`config.mk`:
```
export PLATFORM = sky130hd
export DESIGN_NAME = vga_sync_porch
export DESIGN_NICKNAME = d
export VERILOG_FILES = /design/src/rtl/vga_pkg.sv /design/src/rtl/vga_sync_to_count.sv /design/src/rtl/vga_sync_porch.sv
export SDC_FILE = /design/constraint.sdc
export NUM_CORES = 1
export LEC_CHECK = 0
export BUFFER_PORTS_ARGS = -buffer_cell sky130_fd_sc_hd__buf_2
export CORE_ASPECT_RATIO = 0.75
export CORE_MARGIN = 2
export CORE_UTILIZATION = 52
export DETAILED_ROUTE_END_ITERATION = 16
export GPL_ROUTABILITY_DRIVEN = 0
export HOLD_SLACK_MARGIN = 0.05
export PLACE_DENSITY = 0.83
export SYNTH_ARGS = -nofsm -noshare
export SYNTH_HDL_FRONTEND = slang
export SYNTH_SLANG_ARGS = --single-unit
```
`constraint.sdc`:
```
create_clock -name i_Clk -period 2.2 [get_ports i_Clk]
set_input_delay 0.44 -clock i_Clk [delete_from_list [all_inputs] [get_ports i_Clk]]
set_output_delay 0.44 -clock i_Clk [all_outputs]
set_load 0.1 [all_outputs]
```
`src/rtl/vga_pkg.sv`:
```
// Shared VGA timing constants and sync-window helpers.
// Defaults describe 640x480@60 with a 25 MHz pixel clock.
// No ports: imported by vga_sync_to_count and vga_sync_porch.
package vga_pkg;

    localparam int unsigned DefVideoWidth  = 3;
    localparam int unsigned DefTotalCols   = 800;
    localparam int unsigned DefTotalRows   = 525;
    localparam int unsigned DefActiveCols  = 640;
    localparam int unsigned DefActiveRows  = 480;
    localparam int unsigned DefHFrontPorch = 16;
    localparam int unsigned DefHSyncWidth  = 96;
    localparam int unsigned DefVFrontPorch = 10;
    localparam int unsigned DefVSyncWidth  = 2;

    // First count at which the sync pulse is asserted.
    function automatic int unsigned sync_start(input int unsigned active,
                                               input int unsigned porch);
        return active + porch;
    endfunction

    // Last count (inclusive) at which the sync pulse is asserted.
    function automatic int unsigned sync_end(input int unsigned active,
                                             input int unsigned porch,
                                             input int unsigned width);
        return active + porch + width - 1;
    endfunction

    localparam int unsigned DefHSyncStart = sync_start(DefActiveCols, DefHFrontPorch);
    localparam int unsigned DefHSyncEnd   = sync_end(DefActiveCols, DefHFrontPorch,
                                                     DefHSyncWidth);
    localparam int unsigned DefVSyncStart = sync_start(DefActiveRows, DefVFrontPorch);
    localparam int unsigned DefVSyncEnd   = sync_end(DefActiveRows, DefVFrontPorch,
                                                     DefVSyncWidth);

endpackage

```
`src/rtl/vga_sync_to_count.sv`:
```
// Recovers column/row counts from active-area sync inputs.
// Ports:
//   clk      pixel clock
//   reset    synchronous active-high reset
//   hsync    high while the upstream column is in the active area
//   vsync    high while the upstream row is in the active area
//   hsync_q  registered hsync (alignment/debug)
//   vsync_q  registered vsync
//   col      recovered column count
//   row      recovered row count
//   locked   set once a frame start has been seen since reset
module vga_sync_to_count
    import vga_pkg::*;
#(
    parameter int unsigned TOTAL_COLS = DefTotalCols,
    parameter int unsigned TOTAL_ROWS = DefTotalRows
) (
    input  logic                          clk,
    input  logic                          reset,
    input  logic                          hsync,
    input  logic                          vsync,
    output logic                          hsync_q,
    output logic                          vsync_q,
    output logic [$clog2(TOTAL_COLS)-1:0] col,
    output logic [$clog2(TOTAL_ROWS)-1:0] row,
    output logic                          locked
);

    localparam int unsigned ColW = $clog2(TOTAL_COLS);
    localparam int unsigned RowW = $clog2(TOTAL_ROWS);

    localparam logic [ColW-1:0] ColLast = ColW'(TOTAL_COLS - 1);
    localparam logic [RowW-1:0] RowLast = RowW'(TOTAL_ROWS - 1);

    logic            frame_start;
    logic [ColW-1:0] col_d;
    logic [RowW-1:0] row_d;
    logic            locked_d;

    // The sync registers keep sampling through reset so that a VSync that is
    // already high when reset releases is not mistaken for a frame start.
    always_ff @(posedge clk) begin
        hsync_q <= hsync;
        vsync_q <= vsync;
    end

    // Rising edge: input high while its registered copy is still low. Using the
    // live input keeps the count one cycle behind the pixel it describes.
    assign frame_start = vsync & ~vsync_q;

    always_comb begin
        col_d    = col + ColW'(1);
        row_d    = row;
        locked_d = locked;
        if (frame_start) begin
            col_d    = '0;
            row_d    = '0;
            locked_d = 1'b1;
        end else if (col == ColLast) begin
            col_d = '0;
            row_d = (row == RowLast) ? '0 : row + RowW'(1);
        end
    end

    always_ff @(posedge clk) begin
        if (reset) begin
            col    <= '0;
            row    <= '0;
            locked <= 1'b0;
        end else begin
            col    <= col_d;
            row    <= row_d;
            locked <= locked_d;
        end
    end

endmodule

```
`src/rtl/vga_sync_porch.sv`:
```
// Regenerates active-low VGA syncs with porches and blanks/aligns the video.
// Ports:
//   i_Clk                  pixel clock
//   i_Reset                synchronous active-high reset
//   i_HSync / i_VSync      active-area syncs from the game logic
//   i_Red/Grn/Blu_Video    video aligned with the input syncs
//   o_HSync / o_VSync      active-low syncs with porches
//   o_Red/Grn/Blu_Video    video aligned with the output syncs, 0 when blanked
module vga_sync_porch
    import vga_pkg::*;
#(
    parameter int unsigned VIDEO_WIDTH   = DefVideoWidth,
    parameter int unsigned TOTAL_COLS    = DefTotalCols,
    parameter int unsigned TOTAL_ROWS    = DefTotalRows,
    parameter int unsigned ACTIVE_COLS   = DefActiveCols,
    parameter int unsigned ACTIVE_ROWS   = DefActiveRows,
    parameter int unsigned H_FRONT_PORCH = DefHFrontPorch,
    parameter int unsigned H_SYNC_WIDTH  = DefHSyncWidth,
    parameter int unsigned V_FRONT_PORCH = DefVFrontPorch,
    parameter int unsigned V_SYNC_WIDTH  = DefVSyncWidth
) (
    input  logic                   i_Clk,
    input  logic                   i_Reset,
    input  logic                   i_HSync,
    input  logic                   i_VSync,
    input  logic [VIDEO_WIDTH-1:0] i_Red_Video,
    input  logic [VIDEO_WIDTH-1:0] i_Grn_Video,
    input  logic [VIDEO_WIDTH-1:0] i_Blu_Video,
    output logic                   o_HSync,
    output logic                   o_VSync,
    output logic [VIDEO_WIDTH-1:0] o_Red_Video,
    output logic [VIDEO_WIDTH-1:0] o_Grn_Video,
    output logic [VIDEO_WIDTH-1:0] o_Blu_Video
);

    localparam int unsigned ColW = $clog2(TOTAL_COLS);
    localparam int unsigned RowW = $clog2(TOTAL_ROWS);

    localparam logic [ColW-1:0] HSyncFirst = ColW'(sync_start(ACTIVE_COLS, H_FRONT_PORCH));
    localparam logic [ColW-1:0] HSyncLast  =
        ColW'(sync_end(ACTIVE_COLS, H_FRONT_PORCH, H_SYNC_WIDTH));
    localparam logic [RowW-1:0] VSyncFirst = RowW'(sync_start(ACTIVE_ROWS, V_FRONT_PORCH));
    localparam logic [RowW-1:0] VSyncLast  =
        RowW'(sync_end(ACTIVE_ROWS, V_FRONT_PORCH, V_SYNC_WIDTH));
    localparam logic [ColW-1:0] ActiveCols = ColW'(ACTIVE_COLS);
    localparam logic [RowW-1:0] ActiveRows = RowW'(ACTIVE_ROWS);

    logic [ColW-1:0]        col;
    logic [RowW-1:0]        row;
    logic                   locked;
    logic                   hsync_q;
    logic                   vsync_q;
    logic                   unused_sync;
    logic [VIDEO_WIDTH-1:0] red_q;
    logic [VIDEO_WIDTH-1:0] grn_q;
    logic [VIDEO_WIDTH-1:0] blu_q;
    logic                   hsync_d;
    logic                   vsync_d;
    logic                   video_on;

    vga_sync_to_count #(
        .TOTAL_COLS (TOTAL_COLS),
        .TOTAL_ROWS (TOTAL_ROWS)
    ) u_count (
        .clk     (i_Clk),
        .reset   (i_Reset),
        .hsync   (i_HSync),
        .vsync   (i_VSync),
        .hsync_q (hsync_q),
        .vsync_q (vsync_q),
        .col     (col),
        .row     (row),
        .locked  (locked)
    );

    // Registered syncs are only for alignment/debug by other users of the counter.
    assign unused_sync = ^{hsync_q, vsync_q};

    always_comb begin
        hsync_d  = ~((col >= HSyncFirst) && (col <= HSyncLast));
        vsync_d  = ~((row >= VSyncFirst) && (row <= VSyncLast));
        video_on = locked && (col < ActiveCols) && (row < ActiveRows);
    end

    // First video stage lines the pixel up with the count describing it.
    always_ff @(posedge i_Clk) begin
        if (i_Reset) begin
            red_q <= '0;
            grn_q <= '0;
            blu_q <= '0;
        end else begin
            red_q <= i_Red_Video;
            grn_q <= i_Grn_Video;
            blu_q <= i_Blu_Video;
        end
    end

    always_ff @(posedge i_Clk) begin
        if (i_Reset) begin
            o_HSync     <= 1'b1;
            o_VSync     <= 1'b1;
            o_Red_Video <= '0;
            o_Grn_Video <= '0;
            o_Blu_Video <= '0;
        end else begin
            o_HSync     <= hsync_d;
            o_VSync     <= vsync_d;
            o_Red_Video <= video_on ? red_q : '0;
            o_Grn_Video <= video_on ? grn_q : '0;
            o_Blu_Video <= video_on ? blu_q : '0;
        end
    end

endmodule
```
### Word-level counts from Yosys, hierarchy flattened

Index checks and enable logic that the tools add are counted.

| word-level totals | value |
|---|---|
| register bits after elaboration | 42 |
| logic and storage cells | 35 |
| input port bits | 13 |
| output and inout port bits | 11 |

| cells by class | value |
|---|---|
| bitwise operators | 5 |
| mux-type cells | 1 |
| add/sub/neg operators | 2 |
| reduce and logical (&&, ||, !) cells | 7 |
| eq/ne operators | 2 |
| magnitude comparators | 6 |

Operators with widths:

| cell | number |
|---|---|
| $add 10x1->10 const B | 2 |
| $eq 10x10->1 const B | 2 |
| $ge 10x10->1 const B | 1 |
| $ge 10x9->1 const B | 1 |
| $le 10x10->1 const B | 1 |
| $le 10x9->1 const B | 1 |
| $lt 10x10->1 const B | 1 |
| $lt 10x9->1 const B | 1 |
| $mux 10 | 1 |
| $logic_and 1x1->1 | 4 |
| $not 1->1 | 4 |
| $reduce_or 2->1 | 2 |
| $reduce_or 3->1 | 1 |
| $and 1x1->1 | 1 |

### Longest topological paths before layout

Gate-level depths: netlist of run 1.

| logic depth | value |
|---|---|
| depth in word-level cells | 5 |
| depth in mapped cells | 7 |

### Cells and area by module

A second synthesis of run 1 with hierarchy kept.

| second synthesis, totals | value |
|---|---|
| cells, all modules | 172 |
| area total of the unflattened synthesis | 1764.2 um^2 |

By module, submodules not included:

| module | times used | seq. area each (um^2) | area each (um^2) | cells each |
|---|---|---|---|---|
| vga_sync_to_count | 1 | 460.4 | 989.7 | 111 |
| vga_sync_porch | 1 | 400.4 | 774.5 | 61 |

### Worst setup path before layout of run 1

No wires, ideal clock.

| path | value |
|---|---|
| kind | reg-to-reg |
| start | reg u_count.row[5] |
| end | reg u_count.row[9] |
| setup slack | 525 ps |
| arrival | 1557 ps |
| library setup time | 117 ps |
| path buffers | 1 |
| period minus slack after synthesis | 1675 ps |
| stages on the path, launching flop included | 6 |
| cell sequence | dfxtp_1 -> or4_4 -> nor3_4 -> buf_6 -> o21ai_1 -> a32o_1 |

| between the ends | value |
|---|---|
| longest elaborated chain between the ends | 2 |
| elaborated cells on any way between the ends | 3 |
| those cells by class | add/sub: 1; eq/ne: 1; mux: 1 |

RTL lines:

| element | RTL line | RTL |
|---|---|---|
| from (decl) | vga_sync_to_count.sv:25 | `output logic [$clog2(TOTAL_ROWS)-1:0] row,` |
| from (signal assigned) | vga_sync_to_count.sv:72 | `row <= row_d;` |
| $add 10x1->10 or $eq 10x10->1 (tied branches) | vga_sync_to_count.sv:61 | `row_d = (row == RowLast) ? '0 : row + RowW'(1);` |
| $mux 10 * | vga_sync_to_count.sv:61 |  |

Mark *: on every way between the ends. The rest lies on a longest branch, timed or not.
A chain may end at the register's enable or synchronous reset.

### Final worst setup path of run 1

| path | value |
|---|---|
| start | reg u_count.row[6] |
| end | reg u_count.row[6] |

Same word-level chain as after synthesis.

==> flow_metrics.py, run 1 <==
metrics = {
    "run_status": {
        "outcome": "finished, final reports clean",
    },
    "power_and_ir_drop": {
        "irDropWorstVdd_v": 0.000324,
        "power.share.clock_pct": 37.2,
        "p_switching_w": 0.000331,
        "p_sw_share_pct": 24.4,
        "p_int_w": 0.00103,
        "combPwrFrac_pct": 5.1,
        "seqPwrFrac_pct": 57.6,
        "power_density_mw_per_mm2": 710,
        "p_leak_nw": 0.771,
    },
    "die": {
        "fp.dieArea_sq_mm": 0.00371,
        "fp.coreArea_sq_mm": 0.00302,
        "die_y_microns": 53.2,
        "die-width_microns": 69.6,
        "core.rowCount": 17,
        "ios": 24,
        "initial_core_util_pct": 55.6,
    },
    "clocking": {
        "cts_tree": "built",
        "clock_path_buffers": 2,
        "cts_buffers": 5,
        "clk_latency_ps": 290,
        "clk_pin_slew_ps": 80,
        "clockRootBuffer": "clkbuf_8",
        "postCtsSetupRepairBufs": 0,
        "cts_resized": 0,
        "h-tree-depth": 2,
        "hold_buffers": 0,
        "cts.sinks": 42,
    },
    "route": {
        "avgRoutedWirePerCell_microns": 14.2,
        "antenna_left": 0,
        "viasPerCell": 5.65,
        "firstDrtPassIters": 4,
        "drt_iter0_drc": 83,
        "routed-via-count": 1334,
        "routed_wl_microns": 3350,
        "drc": 0,
    },
    "setup_path": {
        "path_max_fanout": 14,
        "worstRegToRegCells": 4,
        "cp-start-kind": "flip-flop",
        "worstReg2RegStart": "u_count.row[6]",
        "reg2reg_slack_ps": 180,
        "worstPathArrival_ps": 2210,
        "crit_path_end_kind": "flip-flop",
        "cp.required_ps": 2390,
        "r2r-end": "u_count.row[6]",
        "crit_type": "reg2reg",
    },
    "yosys": {
        "synth-simple-area-share_pct": 30.1,
        "synth_cell_type_count": 38,
        "yosys_warnings": 0,
        "synth_fa_ha_area_share_pct": 3.72,
        "synth_xor_area_share_pct": 4.17,
        "synth_area_sq_mm": 0.00168,
        "ys.flop_type": "dfxtp_1",
        "syn-num-nets": 190,
        "ys_seq_elements": 42,
        "synth_edf_count": 0,
        "async_reset_ff_share_pct": 0,
        "synth_top_cell_by_area": "dfxtp_1",
        "ys_seq_area_share_pct": 50.0,
        "syn_inst": 172,
        "synthMuxAreaShare_pct": 0,
        "syn_avg_cell_area_sq_um": 9.77,
        "synth-compound-area-share_pct": 8.86,
        "synthTopCellsByArea": "dfxtp_1 (50%), nor2b_1 (4.1%), ha_1 (3.7%)",
        "synth_top_family_by_area": "simple AND/OR/NAND/NOR gates",
        "yosysTopAreaCellShare_pct": 50.0,
    },
    "sta": {
        "slew_viol_final": 0,
        "finalCritPeriodShare_pct": 91.8,
        "fmax_mhz": 495,
        "worst_pin_slew_ps": 501,
        "fin_tns_setup_ps": 0,
        "hold_violations": 0,
        "fin_ws_ps": 180,
        "rsz0062_at_grt": "false",
        "finalSetupViolCount": 0,
        "fin_crit_ps": 2020,
        "max_slew_margin_pct": 66.3,
        "fin_skew_ps": 6.62,
    },
    "cells_and_area": {
        "finalNonFillerCells": 236,
        "synthToLayoutAreaGrowth_pct": 13.8,
        "utilization_pct": 63.3,
        "layout.nets": 215,
        "final_common_cell": "dfxtp_1",
        "layout_common_cells": "dfxtp_1 (42), buf_2 (22), nor2_1 (14), nor2b_1 (11), and2_1 (9)",
        "layout-drive-gt1-share_pct": 19.2,
        "diodes": 0,
    },
    "grt": {
        "grt_overflow_total": 0,
        "grt_pass1_vias": 1240,
        "grt_max_degree": 18,
        "grt_usage_pct": 20.2,
        "grt_pass1_wl_microns": 5630,
        "antenna_found_initial": 0,
    },
    "place": {
        "io_buffers": 22,
        "place_ws_ps": 251,
        "numPlacedInstances": 228,
        "detailed_place_hpwl_microns": 2340,
    },
    "worst_hold_path": {
        "hp-class": "in2reg",
        "min_from": "i_VSync",
        "whs_endpoint": "u_count.vsync_q",
        "holdPathStages": 1,
    },
    "flow_run": {
        "drv_cap": 0,
    },
}
-- metal layers --
layer  up-vias  GRT usage (%)  wire (microns)  part of all wire, %
met5         -              0               0                    0
met4         0           11.2              85                  2.5
met3        11           5.90             170                  5.1
met2        39           33.7            1620                   48
met1       631           23.9            1480                   44
li1        653              -               -                    -
-- worst max path at each step --
| stage | to | startpoint | slack [ps] |
|---|---|---|---|
| floorplan | u_count.row[9] | u_count.row[5] | 530 |
| global placement | u_count.row[8] | u_count.row[5] | 340 |
| detailed placement | u_count.row[6] | u_count.row[5] | 250 |
| CTS | u_count.row[6] | u_count.row[6] | 220 |
| global route | u_count.row[6] | u_count.col[8] | 120 |
| finish | u_count.row[6] | u_count.row[6] | 180 |
-- flip-flops by register name, summed over array words and instances, names as in the netlist --
register	flops
grn_q	3
blu_q	3
o_HSync	1
u_count.col	10
o_Grn_Video	3
u_count.locked	1
u_count.vsync_q	1
u_count.row	10
o_Blu_Video	3
o_VSync	1
o_Red_Video	3
red_q	3
-- power groups by stage --
stage | clock network [W] | registers, W | logic (W)
after floorplan | 0 | 0.000819 | 0.0000279
after global placement | 0 | 0.000800 | 0.0000668
after detailed placement | 0 | 0.000801 | 0.0000698
after CTS | 0.000521 | 0.000784 | 0.0000707
after global routing | 0.000559 | 0.000786 | 0.0000764
final | 0.000506 | 0.000783 | 0.0000700
-- cell usage after synthesis, types with 3 or more instances --
master,n
nand3_1,7
dfxtp_1,42
and4_1,3
and3_1,6
ha_1,5
inv_1,5
clkbuf_1,4
nand4_1,4
nor2_1,14
nor2b_1,11
and2_1,9
nor3_1,7
o21ai_0,6
xor2_1,6
a31o_1,4
nand2_1,8
-- critical path, stage by stage, from the launching register on --
cell	delay (ps)
dfxtp_1	400
or4_4	570
nor3_4	460
and4b_2	290
a31o_1	200
-- cell families (layout without fill, tap and decap cells) --
family,after synthesis,count (layout)
AOI/OAI and AO/OA,21,21
xor gates and xnor gates,8,8
adders and majority gates,5,5
buffers and inverters,11,37
DFF,42,42
and+or+nand+nor,85,85
-- layout make-up --
cell class	count	area, sq um
fill	243	1110
sequential	42	841
multi-input combinational	119	787
timing repair buffer	24	125
clock buffer	5	68.8
tap	38	47.5
clock inverter	3	25.0
inverter	5	18.8
-- stage by stage --
stage	total power, W	instance area, sq um	hold WS (ps)
floorplan	0.000847	1680	406
global placement	0.000867	1820	409
detailed placement	0.000871	1820	415
CTS	0.00138	1910	248
global route	0.00142	1910	241
finish	0.00136	1910	260
Note: power is estimated with default switching activity, not from simulation.
==> run 2, diff against run 1 <==
- CORE_MARGIN: 2 -> not set
- GPL_TIMING_DRIVEN: not set -> 0
==> run 2 against run 1 <==
Against the previous run: die area decreased by 6.5%; wire length decreased by 1.2%; setup slack improved by 150 ps; critical path depth increased by 1; register-to-register slack improved by 150 ps; global-route usage increased by 1.8 points; clock power increased by 44%; design area increased by 3.6%.
==> flow_metrics.py, run 2 (same netlist as run 1, synthesis figures left out) <==
metrics = {
    "cells_and_area": {
        "diodes": 0,
        "layout-drive-gt1-share_pct": 19.3,
        "utilization_pct": 66.1,
        "reg_top3": "u_count.col: 10 flops, u_count.row: 10 flops",
        "layout_common_cells": "dfxtp_1 (42), buf_2 (22), nor2_1 (14), nor2b_1 (11), and2_1 (9)",
        "final_common_cell": "dfxtp_1",
        "synthToLayoutAreaGrowth_pct": 17.9,
        "layout.nets": 219,
    },
    "flow_run": {
        "drv_cap": 0,
    },
    "die": {
        "fp.dieArea_sq_mm": 0.00347,
        "die_y_microns": 51.2,
        "ios": 24,
        "fp.coreArea_sq_mm": 0.00300,
        "core.rowCount": 17,
        "initial_core_util_pct": 56.0,
        "die-width_microns": 67.6,
    },
    "grt": {
        "grt_usage_pct": 22.0,
        "grt_pass1_vias": 1249,
        "grt_overflow_total": 0,
        "grt_max_degree": 15,
        "antenna_found_initial": 0,
        "grt_pass1_wl_microns": 5500,
    },
    "clocking": {
        "cts_tree": "built",
        "clock_path_buffers": 2,
        "clk_pin_slew_ps": 80,
        "cts_buffers": 5,
        "cts.sinks": 42,
        "clockRootBuffer": "clkbuf_8",
        "clk_latency_ps": 310,
        "hold_buffers": 0,
        "h-tree-depth": 2,
    },
    "setup_path": {
        "crit_type": "reg2reg",
        "cp.required_ps": 2400,
        "cp-start-kind": "flip-flop",
        "worstPathArrival_ps": 2070,
        "crit_path_end_kind": "flip-flop",
        "path_max_fanout": 10,
    },
    "sta": {
        "finalCritPeriodShare_pct": 85.1,
        "max_slew_margin_pct": 66.9,
        "fin_crit_ps": 1870,
        "finalSetupViolCount": 0,
        "rsz0062_at_grt": "false",
        "hold_violations": 0,
        "worst_pin_slew_ps": 499,
        "fin_tns_setup_ps": 0,
        "hold_ws_ps": 245,
        "fmax_mhz": 534,
        "fin_skew_ps": 9.50,
        "slew_viol_final": 0,
    },
    "route": {
        "avgRoutedWirePerCell_microns": 13.8,
        "drt_iter0_drc": 106,
        "drc": 0,
        "viasPerCell": 5.47,
        "antenna_left": 0,
        "routed_wl_microns": 3310,
        "routed-via-count": 1313,
        "firstDrtPassIters": 4,
    },
    "run_status": {
        "outcome": "finished, final reports clean",
    },
    "power_and_ir_drop": {
        "p_leak_nw": 0.802,
        "power_density_mw_per_mm2": 799,
        "irDropWorstVdd_v": 0.000521,
        "p_total_w": 0.00158,
    },
    "place": {
        "io_buffers": 22,
        "detailed_place_hpwl_microns": 2330,
    },
    "worst_hold_path": {
        "hp-class": "in2reg",
    },
}
[run 2: cell types whose count changed in the layout (fill, tap and decap cells not counted)]
cell,delta
clkbuf_1,+4
clkinvlp_4,-1
buf_4,-1
buf_6,+1
nor4_1,-1
bufinv_16,+2
nor4_2,+1
inv_6,-1
[run 2: path summary, 6_finish.rpt]
| kind | from | end | slack (ps) | cells after the start |
|---|---|---|---|---|
| max | u_count.row[5] | u_count.row[9] | 330 | 5 |
| min | i_VSync | u_count.vsync_q | 250 | 1 |
| min reg2reg | grn_q[2] | o_Grn_Video[2] | 430 | 1 |
| max reg2reg | u_count.row[5] | u_count.row[9] | 330 | 5 |
[run 2: layer usage]
metal / routed length, microns / GRT usage, %
met5: 0 / 0
met4: 52 / 12.8
met3: 207 / 5.58
met2: 1570 / 34.5
met1: 1480 / 27.0
[run 2: final cells by class]
| type | count | area (sq um) |
|---|---|---|
| buffer | 6 | 33.8 |
| clock buffer | 5 | 68.8 |
| clock inverter | 3 | 68.8 |
| fill | 232 | 1020 |
| inverter | 5 | 18.8 |
| multi-input combinational | 119 | 793 |
| sequential | 42 | 841 |
| tap | 38 | 47.5 |
| timing repair buffer | 22 | 110 |
[run 2: metrics by stage]
step / setup slack [ps] / std cells / instance area [sq um]
2_1_floorplan: 525 / 172 / 1680
3_3_place_gp: 351 / 232 / 1840
3_5_place_dp: 279 / 232 / 1840
4_1_cts: 192 / 240 / 1980
5_1_grt: 142 / 240 / 1980
6_report: 327 / 240 / 1980
[run 2: report_power, final]
group	total (W)	switching [W]	internal (W)
clock network	0.000730	0.000276	0.000454
registers	0.000784	0.00000722	0.000777
logic	0.0000699	0.0000476	0.0000224
[run 2: critical path, cell delays in order, from the launching register on]
cell	delay [ps]
dfxtp_1	370
or4_4	580
nor3_4	300
buf_6	190
o21ai_1	70
a32o_1	260
[run 2: timing repair]
action,4_1_cts,5_1_grt
setup buffers,0,0
gates resized for setup,0,1
setup endpoints to repair,0,1
